<file path="src/rtl/fft_pkg.sv">
// rtl/fft_pkg.sv - shared types and helpers for the SDF FFT stage sequencer
//
// Purpose : state encoding for the stage sequencer, the datapath word width
//           and the twiddle-address scaling helper.
// Contents: state_t   - SYNC / FILL / PAIR
//           FLOAT_LEN - datapath sample word width
//           tf_shift  - scales a pair index into the twiddle ROM address space

package fft_pkg;

  typedef enum logic [1:0] {
    ST_SYNC = 2'd0,
    ST_FILL = 2'd1,
    ST_PAIR = 2'd2
  } state_t;

  localparam int FLOAT_LEN = 32;

  // The twiddle ROM is sized for the largest stage; smaller stages step
  // through it with a stride of 2^(TF_ADDR_LEN - DEPTH_LOG2).
  function automatic logic [FLOAT_LEN-1:0] tf_shift(input logic [FLOAT_LEN-1:0] k,
                                                    input int                   sh);
    return k << sh;
  endfunction

endpackage

</file>
<file path="src/rtl/fft_sdf_stage_ctrl.sv">
// rtl/fft_sdf_stage_ctrl.sv - sequencer for one radix-2 single-path delay-feedback FFT stage
//
// Purpose : counts valid input samples into blocks of 2*DEPTH. The first half
//           (FILL) is written into the delay FIFO, the second half (PAIR) reads
//           the FIFO as x1 while the live sample becomes x2. Misaligned frame
//           starts and FIFO status faults flush the FIFO and resynchronise.
// Ports   : clk, rst            - stage clock, asynchronous active-high reset
//           data_in_valid/sop   - input sample qualifier and frame start
//           fifo_full/empty     - delay FIFO status
//           fifo_wr_en/rd_en    - combinational FIFO strobes, same cycle as sample
//           fifo_flush          - registered one-cycle FIFO clear
//           pair_valid, tf_addr - registered butterfly strobe and twiddle address
//           block_done          - registered, with the last pair of a block
//           err                 - registered one-cycle fault pulse

import fft_pkg::*;

module fft_sdf_stage_ctrl #(
  parameter int DEPTH_LOG2  = 5,
  parameter int TF_ADDR_LEN = 5
) (
  input  logic                   clk,
  input  logic                   rst,
  input  logic                   data_in_valid,
  input  logic                   data_in_sop,
  input  logic                   fifo_full,
  input  logic                   fifo_empty,
  output logic                   fifo_wr_en,
  output logic                   fifo_rd_en,
  output logic                   fifo_flush,
  output logic                   pair_valid,
  output logic [TF_ADDR_LEN-1:0] tf_addr,
  output logic                   block_done,
  output logic                   err
);

  localparam logic [DEPTH_LOG2-1:0] CNT_ONE  = DEPTH_LOG2'(1);
  localparam logic [DEPTH_LOG2-1:0] CNT_LAST = '1;
  localparam int                    TF_SH    = TF_ADDR_LEN - DEPTH_LOG2;

  state_t                 r_state;
  state_t                 w_state_nxt;
  logic [DEPTH_LOG2-1:0]  r_cnt;
  logic [DEPTH_LOG2-1:0]  w_cnt_nxt;
  logic [DEPTH_LOG2-1:0]  w_cnt_inc;
  logic                   w_last;
  logic                   w_wr_en;
  logic                   w_rd_en;
  logic                   w_fault;
  logic [TF_ADDR_LEN-1:0] w_tf_addr;

  logic                   r_pair_valid;
  logic [TF_ADDR_LEN-1:0] r_tf_addr;
  logic                   r_block_done;
  logic                   r_err;
  logic                   r_flush;

  assign w_cnt_inc = r_cnt + CNT_ONE;
  assign w_last    = (r_cnt == CNT_LAST);
  assign w_tf_addr = TF_ADDR_LEN'(tf_shift(FLOAT_LEN'(r_cnt), TF_SH));

  // Next state, counter and strobes. Nothing moves without data_in_valid.
  always_comb begin
    w_state_nxt = r_state;
    w_cnt_nxt   = r_cnt;
    w_wr_en     = 1'b0;
    w_rd_en     = 1'b0;
    w_fault     = 1'b0;
    if (data_in_valid) begin
      case (r_state)
        ST_SYNC: begin
          // Samples before the first frame start are dropped silently.
          if (data_in_sop) begin
            w_wr_en     = 1'b1;
            w_cnt_nxt   = CNT_ONE;
            w_state_nxt = ST_FILL;
          end
        end
        ST_FILL: begin
          // sop is only legal as the first sample of a FILL half.
          if ((data_in_sop && (r_cnt != '0)) || fifo_full) begin
            w_fault = 1'b1;
          end else begin
            w_wr_en   = 1'b1;
            w_cnt_nxt = w_cnt_inc;
            if (w_last) w_state_nxt = ST_PAIR;
          end
        end
        ST_PAIR: begin
          if (data_in_sop || fifo_empty) begin
            w_fault = 1'b1;
          end else begin
            w_rd_en   = 1'b1;
            w_cnt_nxt = w_cnt_inc;
            if (w_last) w_state_nxt = ST_FILL;
          end
        end
        default: begin
          w_state_nxt = ST_SYNC;
          w_cnt_nxt   = '0;
        end
      endcase
    end
    if (w_fault) begin
      w_state_nxt = ST_SYNC;
      w_cnt_nxt   = '0;
    end
  end

  always_ff @(posedge clk or posedge rst) begin
    if (rst) begin
      r_state <= ST_SYNC;
      r_cnt   <= '0;
    end else begin
      r_state <= w_state_nxt;
      r_cnt   <= w_cnt_nxt;
    end
  end

  // One-cycle delay matches the FIFO read latency and the x2 input register.
  always_ff @(posedge clk or posedge rst) begin
    if (rst) begin
      r_pair_valid <= 1'b0;
      r_tf_addr    <= '0;
      r_block_done <= 1'b0;
      r_err        <= 1'b0;
      r_flush      <= 1'b0;
    end else begin
      r_pair_valid <= w_rd_en;
      if (w_rd_en) r_tf_addr <= w_tf_addr;
      r_block_done <= w_rd_en && w_last;
      r_err        <= w_fault;
      r_flush      <= w_fault;
    end
  end

  // Strobes are forced low while reset is held so the FIFO sees no access
  // in the reset cycle even if a sop arrives with it.
  assign fifo_wr_en = w_wr_en && !rst;
  assign fifo_rd_en = w_rd_en && !rst;
  assign fifo_flush = r_flush;
  assign pair_valid = r_pair_valid;
  assign tf_addr    = r_tf_addr;
  assign block_done = r_block_done;
  assign err        = r_err;

endmodule

</file>
<file path="config.mk">
export PLATFORM = sky130hd
export DESIGN_NAME = fft_sdf_stage_ctrl
export DESIGN_NICKNAME = d
export VERILOG_FILES = /design/src/rtl/fft_pkg.sv /design/src/rtl/fft_sdf_stage_ctrl.sv
export SDC_FILE = /design/constraint.sdc
export NUM_CORES = 1
export LEC_CHECK = 0
export ABC_AREA = 1
export BUFFER_PORTS_ARGS = -buffer_cell sky130_fd_sc_hd__buf_2
export CAP_MARGIN = 10
export CORE_UTILIZATION = 58
export CTS_CLUSTER_SIZE = 10
export DETAILED_ROUTE_END_ITERATION = 10
export GPL_TIMING_DRIVEN = 0
export PLACE_DENSITY = 0.84
export REMOVE_ABC_BUFFERS = 1
export SYNTH_ARGS = -nofsm -noshare
export SYNTH_HDL_FRONTEND = slang
export SYNTH_SLANG_ARGS = --single-unit
</file>
<file path="constraint.sdc">
create_clock -name clk -period 2.7 [get_ports clk]
set_input_delay 0.405 -clock clk [delete_from_list [all_inputs] [get_ports clk]]
set_output_delay 0.405 -clock clk [all_outputs]
set_load 0.05 [all_outputs]
</file>
==> impl_metrics.json <==
{
  "dpl.hpwl_um": 1350,
  "track_usage_pct": 23.0,
  "nets": 145,
  "wl_per_cell_um": 12.0,
  "timing.rr.start": "r_cnt[0]$_DFFE_PP0P_",
  "cts.repair.resized": 0,
  "drc": 0,
  "layout_commonest_cell": "nand2_1",
  "core_mm2": 0.00152,
  "synth-xor-area-share_pct": 1.83,
  "setup_viol": 0,
  "layout_min_cycle_time_ns": 2.32,
  "grt_pass1_vias": 752,
  "synth_compound_area_share_pct": 9.69,
  "slew_headroom_pct": 63.4,
  "dieWidth_um": 42.6,
  "worst_setup_path_end_kind": "primary output",
  "synth_seq_cells": 15,
  "synth_simple_gate_area_share_pct": 31.0,
  "rows": 14,
  "yosysWarnings": 0,
  "num_vias": 774,
  "worst_pin_slew_ns": 0.549,
  "cts_tree": "built",
  "finClkSkew_ns": 0.00195,
  "cp_max_fo": 10,
  "peakVddDrop_mv": 0.617,
  "dieArea_mm2": 0.00181,
  "status": "finished clean",
  "slew_viol_final": 0,
  "yosysSeqAreaShare_pct": 39.3,
  "clk_pin_slew_worst_paths_ns": 0.09,
  "most-common-layout-cells": "29 x nand2_1, 16 x buf_2, 15 x dfrtp_1",
  "arrival_ns": 1.91,
  "maxCapViolations": 0,
  "grt_pass1_wl_um": 3110,
  "antenna_found_initial": 0,
  "fmaxAchievable_ghz": 0.432,
  "cts_made_buffers": 3,
  "syn_to_final_growth_pct": 11.8,
  "cts_hold_buf": 0,
  "p_per_area_mw_per_mm2": 1020,
  "rsz0062_at_grt": "no",
  "ys_types": 22,
  "synth_top_family_by_area": "simple AND/OR/NAND/NOR gates",
  "p_leak_nw": 0.580,
  "hold_slack_ns": 0.170,
  "ff2ff_path_depth": 13,
  "criticalPathCategory": "reg -> out",
  "boundaryPins": 17,
  "fin_crit_sh_pct": 85.8,
  "synth_cells": 113,
  "synth_mux_area_share_pct": 0,
  "port-buffer-count": 16,
  "vias_per_cell": 5.27,
  "initialDrtViolationCount": 24,
  "die_y_um": 42.6,
  "layout-drive-gt1-share_pct": 32.1,
  "synthAdderAreaFrac_pct": 9.16,
  "ff2ff_setup_slack_ns": 1.07,
  "hold_class": "in -> async",
  "syn_avg_cell_area_um2": 8.46,
  "clock_path_buffers": 2,
  "r2r-end": "r_cnt[2]$_DFFE_PP0P_",
  "gr-total-overflow": 0,
  "firstDrtPassIters": 4,
  "grt_max_degree": 16,
  "root_buffer": "clkbuf_4",
  "wl_um": 1770,
  "hold_viol_final": 0,
  "clkSinkCount": 15,
  "htreeDepth": 1,
  "setup_tns_ns": 0,
  "post_cts_buffers": 0,
  "gp_congestion": 0.850,
  "cp-start-kind": "register",
  "syn_area_um2": 956,
  "required_ns": 2.30,
  "ant_nets": 0,
  "clk-insertion-delay-late_ns": 0.28,
  "start_util_pct": 62.7,
  "antennaDiodeCount": 0
}
## cell type report
| class | count | area, µm² |
|---|---|---|
| clock buffer | 3 | 22.5 |
| inverter | 19 | 71.3 |
| multi-input combinational | 77 | 494 |
| timing repair buffer | 16 | 80.1 |
| tap | 16 | 20.0 |
| fill | 120 | 455 |
| sequential | 15 | 375 |
| clock inverter | 1 | 5.00 |
## synth_stat cells
cell type,instances,area share (%)
nand2_1,29,11
dfrtp_1,15,39
inv_1,12,4.7
nor2_1,8,3.1
ha_1,7,9.2
inv_2,7,2.7
o21ai_2,5,4.6
a21oi_1,4,2.1
nand2_2,3,2.0
nand2_8,3,6.3
nand3_1,3,1.6
o21ai_1,3,1.6
buf_4,2,1.6
nand3_2,2,2.1
nand4_1,2,1.3
nor3_1,2,1.0
nand2_4,1,1.2
nor3_2,1,1.0
o21bai_1,1,0.79
o22ai_1,1,0.65
xnor2_1,1,0.92
xor2_1,1,0.92
## metrics by stage
stage	cell area, µm²	power, W	setup slack [ns]	std cells	util [%]
finish	1070	0.00109	0.385	147	70.1
global route	1070	0.00117	0.278	147	70.1
CTS	1070	0.00109	0.382	147	70.1
detailed placement	1040	0.000955	0.703	143	68.3
global placement	1040	0.000934	0.770	143	68.3
floorplan	941	0.000838	0.562	111	-
## worst max path at each step
stage | cells past startpoint | endpoint | from | slack, ns
after floorplan | 6 | fifo_rd_en | r_state[0]$_DFFE_PP0P_ | 0.56
after global placement | 7 | fifo_rd_en | r_state[0]$_DFFE_PP0P_ | 0.77
after detailed placement | 7 | fifo_rd_en | r_state[0]$_DFFE_PP0P_ | 0.70
after CTS | 7 | fifo_rd_en | r_state[0]$_DFFE_PP0P_ | 0.38
after global routing | 11 | fifo_wr_en | r_cnt[0]$_DFFE_PP0P_ | 0.28
final | 7 | fifo_rd_en | r_state[0]$_DFFE_PP0P_ | 0.38
## power by group
group / internal, W / switching [W]
sequential: 0.000277 / 0.0000460
clock: 0.0000550 / 0.0000755
combinational: 0.000199 / 0.000439
## logic make-up after synthesis
kind of cell               count (synthesis)
xor gates and xnor gates                   2
DFF                                       15
adders and majority gates                  7
and+or+nand+nor                           54
AOI/OAI and AO/OA                         14
buffers and inverters                     21
## flip-flops by register name (all words and copies together), names as in the netlist
name	flops
block_done	1
fifo_flush	1
r_cnt	5
tf_addr	5
r_state	2
pair_valid	1
## layer usage
| metal | global-route usage [%] | routed length, µm |
|---|---|---|
| met5 | 0 | 0 |
| met4 | 11.3 | 31 |
| met3 | 4.74 | 86 |
| met2 | 40.3 | 909 |
| met1 | 26.3 | 738 |
## worst max-delay path, stage by stage, from the launching register on
cell     delay, ns
dfrtp_1       0.43
inv_1         0.11
ha_1          0.22
inv_2         0.06
nor3_2        0.29
inv_2         0.14
nor2_1        0.11
buf_2         0.26
Note: power is estimated with default switching activity, not from simulation.
